[config.mk]
export PLATFORM = sky130hd
export DESIGN_NAME = mem_arbiter
export DESIGN_NICKNAME = d
export VERILOG_FILES = /design/src/rtl/mem_arbiter.sv
export SDC_FILE = /design/constraint.sdc
export NUM_CORES = 1
export LEC_CHECK = 0
export CAP_MARGIN = 10
export CORE_AREA = 4 4 118 120
export CTS_CLUSTER_SIZE = 25
export DETAILED_ROUTE_END_ITERATION = 6
export DIE_AREA = 0 0 122 124
export SYNTH_ARGS = -nofsm -noshare
export SYNTH_HDL_FRONTEND = slang
export SYNTH_SLANG_ARGS = --single-unit
[constraint.sdc]
create_clock -name clk -period 2 [get_ports clk]
set_input_delay 0.4 -clock clk [delete_from_list [all_inputs] [get_ports clk]]
set_output_delay 0.4 -clock clk [all_outputs]
set_load 0.02 [all_outputs]
[src/rtl/mem_arbiter.sv]
// Two-port arbiter in front of a single-port 32-bit memory.
// Bounded-burst round robin; read data returns to the issuing port.
module mem_arbiter #(
  parameter int ADDR_WIDTH = 32,
  parameter int MAX_BURST  = 4,
  parameter int CNT_WIDTH  = 3
) (
  input  logic                  clk,
  input  logic                  rst,
  input  logic                  a_valid,
  output logic                  a_ready,
  input  logic                  a_write,
  input  logic [3:0]            a_wmask,
  input  logic [31:0]           a_wdata,
  input  logic [ADDR_WIDTH-1:0] a_addr,
  output logic                  a_rvalid,
  output logic [31:0]           a_rdata,
  input  logic                  b_valid,
  output logic                  b_ready,
  input  logic                  b_write,
  input  logic [3:0]            b_wmask,
  input  logic [31:0]           b_wdata,
  input  logic [ADDR_WIDTH-1:0] b_addr,
  output logic                  b_rvalid,
  output logic [31:0]           b_rdata,
  output logic                  mem_valid,
  output logic                  mem_write,
  output logic [3:0]            mem_wmask,
  output logic [31:0]           mem_wdata,
  output logic [ADDR_WIDTH-1:0] mem_addr,
  input  logic [31:0]           mem_rdata
);

  localparam logic [CNT_WIDTH-1:0] MAXB = CNT_WIDTH'(MAX_BURST);
  localparam logic [CNT_WIDTH-1:0] ONE  = CNT_WIDTH'(1);

  logic                 last;
  logic [CNT_WIDTH-1:0] cnt;
  logic                 rsel_a;
  logic                 rsel_b;
  logic                 gnt_a;
  logic                 gnt_b;
  logic                 sat;

  assign sat = (cnt >= MAXB);

  // Pick at most one port; last owner keeps it until its burst is spent.
  always_comb begin
    gnt_a = 1'b0;
    gnt_b = 1'b0;
    if (!rst) begin
      unique case (1'b1)
        (a_valid && !b_valid): gnt_a = 1'b1;
        (!a_valid && b_valid): gnt_b = 1'b1;
        (a_valid && b_valid && !sat): begin
          gnt_a = !last;
          gnt_b = last;
        end
        (a_valid && b_valid && sat): begin
          gnt_a = last;
          gnt_b = !last;
        end
        default: ;
      endcase
    end
  end

  assign a_ready = gnt_a;
  assign b_ready = gnt_b;

  // Steer the granted request onto the memory bus; idle bus is all zero.
  always_comb begin
    mem_valid = 1'b0;
    mem_write = 1'b0;
    mem_wmask = '0;
    mem_wdata = '0;
    mem_addr  = '0;
    if (gnt_a) begin
      mem_valid = 1'b1;
      mem_write = a_write;
      mem_wmask = a_wmask;
      mem_wdata = a_wdata;
      mem_addr  = a_addr;
    end else if (gnt_b) begin
      mem_valid = 1'b1;
      mem_write = b_write;
      mem_wmask = b_wmask;
      mem_wdata = b_wdata;
      mem_addr  = b_addr;
    end
  end

  // Track burst owner and length; an idle cycle ends the burst.
  always_ff @(posedge clk or posedge rst) begin
    if (rst) begin
      last <= 1'b0;
      cnt  <= '0;
    end else if (gnt_a || gnt_b) begin
      if (gnt_b == last) begin
        cnt <= sat ? MAXB : cnt + ONE;
      end else begin
        last <= gnt_b;
        cnt  <= ONE;
      end
    end else begin
      cnt <= '0;
    end
  end

  // Remember which port owns next cycle's read data.
  always_ff @(posedge clk or posedge rst) begin
    if (rst) begin
      rsel_a <= 1'b0;
      rsel_b <= 1'b0;
    end else begin
      rsel_a <= gnt_a && !a_write;
      rsel_b <= gnt_b && !b_write;
    end
  end

  assign a_rvalid = rsel_a;
  assign b_rvalid = rsel_b;
  assign a_rdata  = rsel_a ? mem_rdata : 32'h0;
  assign b_rdata  = rsel_b ? mem_rdata : 32'h0;

endmodule

==> results of run 1 <==
==> worst max-delay path, delay by kind of cell (launching register included) <==
kind,cells,cell delay [ns]
xor+xnor,1,0.21
buf+inv,4,0.53
flops,1,0.46
compound gates,2,0.37
==> per-stage QoR <==
| stage | cells | power (W) | area (sq um) | utilization |
|---|---|---|---|---|
| floorplan | 198 | 0.000560 | 1570 | - |
| global placement | 678 | 0.00126 | 4910 | 0.379 |
| detailed placement | 678 | 0.00127 | 4910 | 0.379 |
| CTS | 692 | 0.00169 | 5250 | 0.404 |
| global route | 698 | 0.00180 | 5480 | 0.422 |
| finish | 698 | 0.00172 | 5480 | 0.422 |
==> worst paths after layout <==
kind,startpoint,end,slack [ns],cells after the start
setup / recovery,cnt[2],mem_wdata[16],-0.22,7
hold / removal,rst,cnt[2],0.49,4
setup reg to reg,last,cnt[2],0.50,5
hold reg to reg,cnt[0],cnt[0],0.65,2
max in group asynchronous,rst,last,1.38,4
min in group clk,cnt[0],cnt[0],0.65,2
==> registers in the layout, summed over array words and instances, names as in the netlist <==
| register | count |
|---|---|
| b_rvalid | 1 |
| last | 1 |
| cnt | 3 |
| a_rvalid | 1 |
==> report_power, final <==
| group | internal, W | total (W) | switching [W] |
|---|---|---|---|
| sequential | 0.000130 | 0.000139 | 0.00000915 |
| clock | 0.000256 | 0.000320 | 0.0000636 |
| combinational | 0.000751 | 0.00127 | 0.000515 |
| total | 0.00114 | 0.00172 | 0.000588 |
==> final cells by class <==
type | instances | area share
repair buffers | 345 | 0.679
multi-input cells | 165 | 0.238
well taps | 176 | 0.0402
flip-flops and latches | 6 | 0.0278
clock buffers | 3 | 0.0137
inverters | 3 | 0.00205
==> timing repair <==
item / in CTS / in global routing
setup buffers: 6 / 6
pin swaps: 23 / 12
endpoints found under the setup margin: 109 / 95
gates resized for setup: 380 / 72
cloned: 5 / 1
==> cells by family (layout without fill, tap and decap cells) <==
group                      Yosys count  count (layout)
AOI/OAI and AO/OA                   78              78
buffers and inverters               27             351
and+or+nand+nor                     81              81
DFF                                  6               6
muxes                                2               2
adders and majority gates            2               2
xor gates and xnor gates             2               2
==> cell usage after synthesis (all sizes together) <==
library cell and count:
dfrtp 6, clkbuf 6, xnor2 1, nor3 1, nand2b 3, a22o 68, o21a 1, a21oi 7
inv 3, nor4b 1, mux2i 2, nor2 3, and2b 1, nor3b 1, o311a 1, or3b 1
ha 2, buf 18, xor2 1, and3b 1, and2 64, nor2b 1, nand2 4, o21ai 1
==> layer usage <==
metal,global-route usage,vias up,part of all wire
met4,0.0763,0,0.040
met5,0,-,0
met1,0.171,1320,0.33
met3,0.0445,30,0.11
met2,0.295,234,0.52
li1,-,1377,-
==> run metrics, run 1 <==
post-synthesis compound-gate area fraction 0.427; router iterations before antenna repair 4; nets 700; FF+latch count, synth 6; total number of vias between 2000 and 3000; Final ANT Viol Nets 0; Core Footprint approximately 0.013 sq mm; routed len/inst 19.8 um; failing checks negative setup slack; die width roughly 120 um; CTS H-Tree Depth 1; CP required 1.60 ns; max frequency between 0.4 and 0.5 GHz; Tmin final 2.22 ns; Setup crit start kind flop; largest net degree at the start of global routing 34; Area contributors post-synth a22o_1, and2_1, dfrtp_1, buf_6, buf_2; Post-Synth Simple-Gate Area 0.318; crit path max-delay cell type dfrtp_2; CTS Sinks 6; Seq/Total Area, Yosys 0.0959; crit share post-route 1.11; I/O pin count ~310; unrepaired setup endpoints after global routing true; Synth Net Count ~370; cell count after synthesis 198; Initial Util 0.121; share of cells above drive strength 1 0.228; final wirelength 13800 um; VDD IR max about 0.3 mV; antenna cells 0; port bufs approximately 310; Slew HR 0.835; final hold viol count 0; worst-margin pin slew 0.241 ns; Final WS setup -0.218 ns; vias in the first global route between 3000 and 4000; Worst Path Max Fanout 4; post-synth top area share 0.380; clock slew at reported path FFs 0.03 ns; Clock Skew 0.00217 ns; Fillers between 1000 and 1500; Synth Area in XOR/XNOR 0.0160; Mapped Area about 0.0016 sq mm; Avg Cell Area, Syn 7.91 sq um; Storage cell area 153 sq um; Worst Path Arrival ~1.8 ns; max incr delay on CP roughly 0.46 ns; num rows 42; adder-cell area share of the yosys netlist 0.0160; Multi-input gate area approximately 0.0013 sq mm; TritonCTS buffer count 3; Post-DP HPWL approximately 11000 um; cell accounting for the most synthesized area a22o_1; hold_ws around 0.49 ns; pre-CTS setup slack -0.744 ns; commonest non-fill, non-tap cell in the layout clkdlybuf4s50_1; mux cell area share after synthesis 0.0128; die height ~120 um; CTS root buf clkbuf_16; area grow syn2layout 250%; vias per cell approximately 4.2; Synthesis Warnings 0; CTS tree done; leakage power roughly 2.9 nW; Longest Clk Path Bufs 2; status finished, violations left; CP Capture Type output port; DR iter-0 viols a little over 90; setup TNS after final layout -8.68 ns; Worst Setup Path Type flop to output port; global-route wire length before repair 18300 um; gpl congestion approximately 0.92; commonest non-fill, non-tap cells in the layout clkdlybuf4s50_1, buf_6, a22o_1; setup violators final between 60 and 70; Distinct cells, synth 28; largest family of logic cells by synthesized area compound AO/OA/AOI/OAI gates; GRT overflow 0; max-slew violation total from the final report 0; MaxCap Viol Count 0; cells along the critical path xor2_4, a21oi_4, buf_12, buf_16, clkbuf_16, a22o_1, buf_6; hold crit path type input port to asynchronous set/reset pin; initial antenna violation count 0; Remaining DRCs 0; clock latency at the later pin of the worst-skew pair about 0.23 ns; GRT Total Usage 0.161; die area 0.0151 sq mm; Cell Pwr Density roughly 310 mW/mm^2; Post-CTS Hold Buffers 0
No activity file was read; power rests on OpenSTA's default activity.
==> inputs of run 2 (changes only) <==
--- a/config.mk
+++ b/config.mk
@@ -10,6 +10,7 @@
 export CTS_CLUSTER_SIZE = 25
 export DETAILED_ROUTE_END_ITERATION = 6
 export DIE_AREA = 0 0 122 124
+export SLEW_MARGIN = 5
 export SYNTH_ARGS = -nofsm -noshare
 export SYNTH_HDL_FRONTEND = slang
 export SYNTH_SLANG_ARGS = --single-unit
==> constraint.sdc (replaced) <==
create_clock -name clk -period 2 [get_ports clk]
set_input_delay 0.3 -clock clk [delete_from_list [all_inputs] [get_ports clk]]
set_output_delay 0.3 -clock clk [all_outputs]
set_load 0.02 [all_outputs]
==> run 2 against run 1 <==
The run still ends with negative setup slack left. Sequential power hardly changed. Sequential cell count stayed put. Final cell count is 0.57% higher. Largest power group unchanged. Highest routed layer unchanged.
==> run metrics, run 2 (synthesized netlist as in run 1, its figures left out) <==
worst-margin pin slew 0.255 ns (+0.0137 ns); most flop-heavy register cnt; crit path from cnt[2]; die height 124 um (unchanged); I/O pin count 312 (unchanged); Worst path depth 7 (unchanged); cell mode on critical path buf_12; Design Area, Final 0.00539 sq mm (-1.7%); crit path max-delay cell type dfrtp_2; Placement Cell Area 0.00489 sq mm (-0.51%); VDD IR max 0.305 mV (+3.8%); vias in the first global route 3071 (+1.1%); largest net degree at the start of global routing 34 (unchanged); final hold viol count 0 (unchanged); gpl congestion 0.926 (+0.83%); Longest Clk Path Bufs 2 (unchanged); reg2reg path depth 4 (-1); Largest register FFs 3 (unchanged); Worst Path Max Fanout 8 (+4); max incr delay on CP 0.44 ns (-0.02 ns); die width 122 um (unchanged); CTS tree done; Tmin final 2.12 ns (-0.0952 ns); CTS Sinks 6 (unchanged); Cell Pwr Density 319 mW/mm^2 (+1.5%); nets 703 (+0.43%); unrepaired setup endpoints after global routing true; global-route wire length before repair 18400 um (+0.56%); Crit path max-delay family buffers and inverters; num rows 42 (unchanged); Final WS setup -0.123 ns (+0.0952 ns); Non-Filler Instances 702 (+0.57%); Cells after DPL 678 (unchanged); hold crit path type input port to asynchronous set/reset pin; Buffers & Inverters on Critical Path 4 (unchanged); initial antenna violation count 0 (unchanged); area grow syn2layout 245%; leakage power 2.28 nW (-21%); status finished, violations left; CP required 1.70 ns (+0.10 ns); clock latency at the later pin of the worst-skew pair 0.23 ns (about the same); cells along the critical path xor2_2, a21oi_4, buf_12, buf_12, buf_16, a22o_4, buf_12; CTS H-Tree Depth 1 (unchanged); Clock Skew 0.00266 ns (+0.000494 ns); Critical R2R Capture cnt[2]; crit share post-route 1.06 (-0.0476); GRT Total Usage 0.164 (+0.00338); Storage cell area 153 sq um (unchanged); Remaining DRCs 0 (unchanged); Setup crit start kind flop; failing checks negative setup slack; crit path to mem_wdata[11]; max-slew violation total from the final report 0 (unchanged); Final Util 0.415 (-0.00704); total number of vias 3001 (+1.4%); setup violators final 51 (-26%); MaxCap Viol Count 0 (unchanged); Post-DP HPWL 11200 um (+0.20%); final wirelength 14300 um (+3.3%); routed len/inst 20.3 um (+2.7%); Worst Setup Path Type flop to output port; r2r setup slk 0.64 ns (+0.14 ns); TritonCTS buffer count 3 (unchanged); Reg-to-Reg Start last; Worst Path Arrival 1.82 ns (about the same); vias per cell 4.27 (+0.77%); commonest non-fill, non-tap cells in the layout clkdlybuf4s50_1, a22o_1, and2_1; port bufs 311 (unchanged); Core Footprint 0.0130 sq mm (unchanged); router iterations before antenna repair 4 (unchanged); die area 0.0151 sq mm (unchanged); Multi-input gate area 0.00129 sq mm (-0.86%); CTS root buf clkbuf_16; hold_ws 0.386 ns (-0.0994 ns); CP Capture Type output port; max frequency 0.471 GHz (+4.5%); DR iter-0 viols 90 (-2.2%); clock slew at reported path FFs 0.03 ns (about the same); Fillers 1308 (+0.85%); Initial Util 0.121 (unchanged); Slew HR 0.825 (-0.00936); share of cells above drive strength 1 0.230 (+0.00251); Final ANT Viol Nets 0 (unchanged); commonest non-fill, non-tap cell in the layout clkdlybuf4s50_1; GRT overflow 0 (unchanged)
-- run 2: changes by cell type in the layout (fill, tap and decap cells not counted), sizes merged --
cell	previous run	this run
clkdlybuf4s50	174	236
dlygate4sd2	41	5
dlymetal6s2s	25	0
buf	103	106
clkbuf	5	4
diode	0	1
-- run 2: what timing repair did --
action,in CTS,in global routing
cloned,8,0
pin swaps,49,10
hold buffers,0,0
resized for setup,356,12
endpoints found under the setup margin,72,70
buffers inserted,15,0
-- run 2: how the worst min path moves through the flow --
stage | from | end | slack [ns] | depth (start not counted)
finish | rst | last | 0.39 | 4
global route | rst | cnt[1] | 0.44 | 4
CTS | rst | cnt[2] | 0.38 | 4
detailed placement | cnt[0] | cnt[0] | 0.64 | 2
global placement | cnt[0] | cnt[0] | 0.63 | 2
floorplan | rst | a_rvalid | 0.11 | 1
-- run 2: layout make-up --
cell class | count | share of cell area
repair buffers | 348 | 0.675
multi-input cells | 165 | 0.240
well taps | 176 | 0.0408
flip-flops and latches | 6 | 0.0283
clock buffers | 3 | 0.0139
inverters | 3 | 0.00209
diodes | 1 | 0.000464
-- run 2: worst register-to-register path, stage by stage, from the launching register on --
cell and delay [ns]:
dfrtp_2 0.44, buf_4 0.17, mux2i_1 0.15, or3b_1 0.38, a21oi_1 0.14
-- run 2: routing by layer --
metal | part of all wire | wire (um) | global-route usage | vias up
li1 | - | - | - | 1390
met1 | 0.34 | 4800 | 0.167 | 1346
met2 | 0.52 | 7440 | 0.313 | 231
met3 | 0.098 | 1400 | 0.0472 | 34
met4 | 0.044 | 631 | 0.0700 | 0
met5 | 0 | 0 | 0 | -
-- run 2: metrics by stage --
step	setup TNS (ns)	worst slack, ns	power (W)
CTS	-5.00	-0.146	0.00175
floorplan	0	0.305	0.000560
finish	-3.88	-0.123	0.00172
global route	-6.74	-0.165	0.00179
detailed placement	-33.68	-0.585	0.00126
global placement	-30.96	-0.552	0.00126
-- run 2: where the power goes --
part           switching (W)  internal [W]  total (W)  leakage [nW]
combinational       0.000518      0.000744    0.00126          2.16
clock              0.0000662      0.000257   0.000323        0.0370
sequential        0.00000740      0.000130   0.000137        0.0771
